## config.mk

```make
export PLATFORM = sky130hd
export DESIGN_NAME = pmem_loader
export DESIGN_NICKNAME = d
export VERILOG_FILES = /design/src/rtl/pmem_pkg.sv /design/src/rtl/pmem_loader.sv
export SDC_FILE = /design/constraint.sdc
export NUM_CORES = 1
export LEC_CHECK = 0
export BUFFER_PORTS_ARGS = -buffer_cell sky130_fd_sc_hd__clkbuf_2
export CORE_MARGIN = 2
export CORE_UTILIZATION = 30
export DETAILED_ROUTE_END_ITERATION = 7
export HOLD_SLACK_MARGIN = 0.02
export PLACE_DENSITY = 0.54
export SLEW_MARGIN = 20
export SYNTH_ARGS = -nofsm -noshare
export SYNTH_HDL_FRONTEND = slang
export SYNTH_SLANG_ARGS = --single-unit
```

## constraint.sdc

```tcl
create_clock -name clock -period 2.7 [get_ports clock]
set_input_delay 0.135 -clock clock [delete_from_list [all_inputs] [get_ports clock]]
set_output_delay 0.135 -clock clock [all_outputs]
set_load 0.01 [all_outputs]
```

## src/rtl/pmem_pkg.sv

```systemverilog
// Shared definitions for the program-memory loader and the core's halfword-indexed pmem.
package pmem_pkg;

    localparam int PMEM_DEPTH  = 1024;
    localparam int PMEM_ADDR_W = 10;

    // Frame header carries the halfword count as LEN_BYTES little-endian bytes.
    localparam int LEN_BYTES = 2;
    localparam int LEN_W     = 8 * LEN_BYTES;

    typedef enum logic [2:0] {
        S_LEN_LO  = 3'd0,
        S_LEN_HI  = 3'd1,
        S_DATA_LO = 3'd2,
        S_DATA_HI = 3'd3,
        S_CHK     = 3'd4,
        S_DONE    = 3'd5
    } state_t;

endpackage

```

## src/rtl/pmem_loader.sv

```systemverilog
// Framed byte-stream loader: assembles halfwords into program memory and holds the
// core in reset until a frame with a matching XOR checksum has been received.
module pmem_loader
    import pmem_pkg::*;
#(
    parameter int DEPTH  = PMEM_DEPTH,
    parameter int ADDR_W = PMEM_ADDR_W
) (
    input  logic              clock,
    input  logic              reset,
    input  logic [7:0]        in_data,
    input  logic              in_valid,
    output logic              in_ready,
    output logic              wr_en,
    output logic [ADDR_W-1:0] wr_addr,
    output logic [15:0]       wr_data,
    output logic              cpu_reset,
    output logic              busy,
    output logic              done,
    output logic              error
);

    localparam logic [LEN_W:0] DEPTH_LIMIT = (LEN_W + 1)'(DEPTH);

    state_t              state_q;
    logic [LEN_W-1:0]    len_q;
    logic [LEN_W-1:0]    idx_q;
    logic [7:0]          lo_q;
    logic [7:0]          acc_q;
    logic                oversize_q;
    logic                wr_en_q;
    logic [ADDR_W-1:0]   wr_addr_q;
    logic [15:0]         wr_data_q;
    logic                cpu_reset_q;
    logic                busy_q;
    logic                done_q;
    logic                error_q;

    logic                accept;
    logic [7:0]          acc_d;
    logic [LEN_W-1:0]    idx_d;
    logic [LEN_W-1:0]    len_d;
    logic                in_range;
    logic                last_hw;
    logic                error_d;

    assign in_ready = (state_q != S_DONE);
    assign accept   = in_valid && in_ready;

    always_comb begin
        acc_d    = acc_q ^ in_data;
        idx_d    = idx_q + 1'b1;
        len_d    = {in_data, len_q[7:0]};
        in_range = ({1'b0, idx_q} < DEPTH_LIMIT);
        // idx_q + 1 never exceeds len_q, so the 16-bit sum cannot wrap here.
        last_hw  = (idx_d == len_q);
        error_d  = (acc_q != in_data) || oversize_q;
    end

    always_ff @(posedge clock) begin
        if (reset) begin
            state_q     <= S_LEN_LO;
            len_q       <= '0;
            idx_q       <= '0;
            lo_q        <= '0;
            acc_q       <= '0;
            oversize_q  <= 1'b0;
            wr_en_q     <= 1'b0;
            wr_addr_q   <= '0;
            wr_data_q   <= '0;
            cpu_reset_q <= 1'b1;
            busy_q      <= 1'b0;
            done_q      <= 1'b0;
            error_q     <= 1'b0;
        end else begin
            wr_en_q <= 1'b0;
            done_q  <= 1'b0;
            unique case (state_q)
                S_LEN_LO: begin
                    if (accept) begin
                        len_q[7:0]  <= in_data;
                        idx_q       <= '0;
                        acc_q       <= '0;
                        oversize_q  <= 1'b0;
                        cpu_reset_q <= 1'b1;
                        error_q     <= 1'b0;
                        busy_q      <= 1'b1;
                        state_q     <= S_LEN_HI;
                    end
                end
                S_LEN_HI: begin
                    if (accept) begin
                        len_q   <= len_d;
                        state_q <= (len_d != '0) ? S_DATA_LO : S_CHK;
                    end
                end
                S_DATA_LO: begin
                    if (accept) begin
                        lo_q    <= in_data;
                        acc_q   <= acc_d;
                        state_q <= S_DATA_HI;
                    end
                end
                S_DATA_HI: begin
                    if (accept) begin
                        acc_q <= acc_d;
                        idx_q <= idx_d;
                        // Out-of-range halfwords are still consumed so the checksum stays aligned.
                        if (in_range) begin
                            wr_en_q   <= 1'b1;
                            wr_addr_q <= idx_q[ADDR_W-1:0];
                            wr_data_q <= {in_data, lo_q};
                        end else begin
                            oversize_q <= 1'b1;
                        end
                        state_q <= last_hw ? S_CHK : S_DATA_LO;
                    end
                end
                S_CHK: begin
                    if (accept) begin
                        error_q     <= error_d;
                        cpu_reset_q <= error_d;
                        done_q      <= 1'b1;
                        busy_q      <= 1'b0;
                        state_q     <= S_DONE;
                    end
                end
                S_DONE: begin
                    state_q <= S_LEN_LO;
                end
                default: begin
                    state_q <= S_LEN_LO;
                end
            endcase
        end
    end

    assign wr_en     = wr_en_q;
    assign wr_addr   = wr_addr_q;
    assign wr_data   = wr_data_q;
    assign cpu_reset = cpu_reset_q;
    assign busy      = busy_q;
    assign done      = done_q;
    assign error     = error_q;

endmodule

```

==> results_dict.tcl <==
set metrics [dict create \
    hold_class "in2reg" \
    layout.cells.most_common "nand2_1" \
    hold_path_end "len_q[15]$_SDFFE_PP0P_" \
    clkTransAtPathRegs_ns 0.07 \
    synthCells 516 \
    dr.first_iter.drc_count 241 \
    grt_setup_unrepaired "false" \
    final_max_slew_viol_count 0 \
    cts.sinks 83 \
    p_leak_nw 1.62 \
    critPathKind "reg2reg" \
    nets 547 \
    hpwl_mm 7.23 \
    slew-limit-headroom 0.429 \
    syn_nets 528 \
    drtPass1Iterations 5 \
    timing.rr.start "idx_q[0]$_SDFFE_PP0P_" \
    vdd_ir_drop_max_uv 411 \
    io_pins 43 \
    finalHoldWorstSlack_ns 0.180 \
    gp_congestion 0.864 \
    cts_setup_buffers 0 \
    hold_buffers 0 \
    wl_per_cell_um 14.6 \
    grt_busiest_layer "met2" \
    finalSetupViolCount 0 \
    numPortBuffers 42 \
    first_global_vias 3488 \
    num_vias 3573 \
    cts_root_buffer "clkbuf_16" \
    fin_crit_sh 0.845 \
    wl_mm 10.4 \
    cts_tree "built" \
    cts_resized 0 \
    crit_arrival_ns 2.47 \
    pre_cts_slack_ns 0.475 \
    cts_made_buffers 9 \
    antenna_found_initial 0 \
    synth_area_per_cell_sq_um 7.62 \
    drc_errors 0 \
    async_flop_share 0 \
    fp.dieH_um 118 \
    drive_gt1_frac 0.137 \
    fin_skew_ns 0.0109 \
    path_max_fanout 9 \
    synth-edff-count 0 \
    global_route.overflow_total 0 \
    yosys_warnings 0 \
    postPlaceCellArea_sq_um 4230 \
    min_path_cells 3 \
    rows 41 \
    cts_max_path_buffers 2 \
    synth_cell_types 50 \
    cts_max_level 3 \
    grt_start_max_net_pins 38 \
    cap_violations 0 \
    fmax_ghz 0.438 \
    reg2reg_depth 7 \
    ys.flop_type "dfxtp_1" \
    grt_use_met1 0.202 \
    layout_common_cells "116 x nand2_1, 83 x dfxtp_1, 71 x a21oi_1" \
    r2r_setup_slack_ns 0.42 \
    grtUsageTotal 0.150 \
    layout_setup_ws_ns 0.418 \
    drtAntennaViolNets 0 \
    grt_use_met3 0.0347 \
    syn_to_final_growth_pct 15.1 \
    required_ns 2.89 \
    grtUsageMet2 0.240 \
    via_per_inst 5.02 \
    clk_latency_ns 0.34 \
    die_width_um 118 \
    design_area_sq_um 4520 \
    startpoint_type "register" \
    power_density_nw_per_um2 601 \
    grt_pass1_wl_mm 17.2 \
    synth_area_sq_um 3930 \
    antenna_cells 0 \
    tightestPinTransition_ns 0.849 \
    fin_crit_ns 2.28 \
    status "complete, no violations" \
    die_area_sq_um 14000 \
    synth-seq-cells 83 \
    yosysSeqAreaShare 0.423 \
    finalSetupTns_ns 0 \
    hold_path_startpoint "in_data[7]" \
    hold_viol 0 \
    reg2reg_to "state_q[1]$_SDFFE_PP0P_" \
    start_util 0.309 \
    core_sq_um 12700 \
    critPathCaptureType "register" \
]
-- worst max-delay path by stage --
| stage | start | endpoint | cells past startpoint |
|---|---|---|---|
| finish | idx_q[0]$_SDFFE_PP0P_ | state_q[1]$_SDFFE_PP0P_ | 7 |
| global placement | idx_q[0]$_SDFFE_PP0P_ | state_q[1]$_SDFFE_PP0P_ | 7 |
| detailed placement | idx_q[0]$_SDFFE_PP0P_ | state_q[1]$_SDFFE_PP0P_ | 7 |
| global route | idx_q[0]$_SDFFE_PP0P_ | state_q[1]$_SDFFE_PP0P_ | 7 |
| floorplan | idx_q[1]$_SDFFE_PP0P_ | state_q[1]$_SDFFE_PP0P_ | 8 |
| CTS | idx_q[0]$_SDFFE_PP0P_ | state_q[1]$_SDFFE_PP0P_ | 7 |
-- layout make-up --
cell class	instances	area, sq um
clock inverter	6	50.0
fill	1358	8200
multi-input combinational	386	2070
inverter	5	18.8
tap	172	215
timing repair buffer	50	270
clock buffer	10	239
sequential	83	1660
-- cell usage after synthesis (all sizes together) (3+ instances only) --
library cell,count,area (sq um)
buf,15,77.6
nor2b,3,18.8
a22oi,4,30.0
inv,4,15.0
nand3,11,67.6
a21o,3,22.5
nand2,116,435
and4,3,26.3
nand4,8,50.1
xnor2,20,175
o21ai,24,120
nor3b,12,95.1
nor3,10,50.1
nor2,45,171
xor2,10,87.6
a311oi,6,52.6
a21oi,71,355
dfxtp,83,1660
or3,4,30.0
nor4,8,56.3
clkbuf,27,104
and3,8,50.1
-- routing by layer --
layer  part of all wire  routed length [um]
met5                  0                   0
met4              0.013                 136
met3              0.052                 539
met2               0.46                4760
met1               0.48                4960
-- power breakdown --
group	internal (mW)	total (mW)	switching, mW
sequential	1.25	1.29	0.0324
combinational	0.0844	0.243	0.159
clock	0.658	1.19	0.530
total	2.00	2.72	0.721
-- logic make-up (layout without fill, tap and decap cells) --
| kind of cell | after synthesis | count (layout) | share of synthesized area |
|---|---|---|---|
| adder cells (fa/ha/maj) | 1 | 1 | 0.00318 |
| multiplexers | 1 | 1 | 0.00255 |
| AO/OA/AOI/OAI | 119 | 119 | 0.171 |
| flip-flops | 83 | 83 | 0.423 |
| XOR/XNOR | 30 | 30 | 0.0669 |
| buffers and inverters | 47 | 71 | 0.0509 |
| AND/OR/NAND/NOR | 235 | 235 | 0.283 |
-- through the flow --
step                 util  power, mW  std cells
floorplan               -       1.48        516
global placement    0.333       1.55        696
detailed placement  0.333       1.55        696
CTS                 0.356       2.75        712
global route        0.356       2.83        712
finish              0.356       2.72        712
-- state kept, by name, summed over array words and instances, names as in the netlist --
register	flops
cpu_reset	1
done	1
wr_addr	10
lo_q	8
state_q	3
busy	1
oversize_q	1
error	1
acc_q	8
idx_q	16
wr_en	1
len_q	16
wr_data	16
-- critical path: stages (launching register included) --
cell and delay (ns):
dfxtp_1 0.50, ha_1 0.36, and3_1 0.26, and4_1 0.27, xnor2_1 0.14, o2111ai_1 0.12
nor4_1 0.33, a311oi_1 0.16
(Power assumes the default switching activity.)
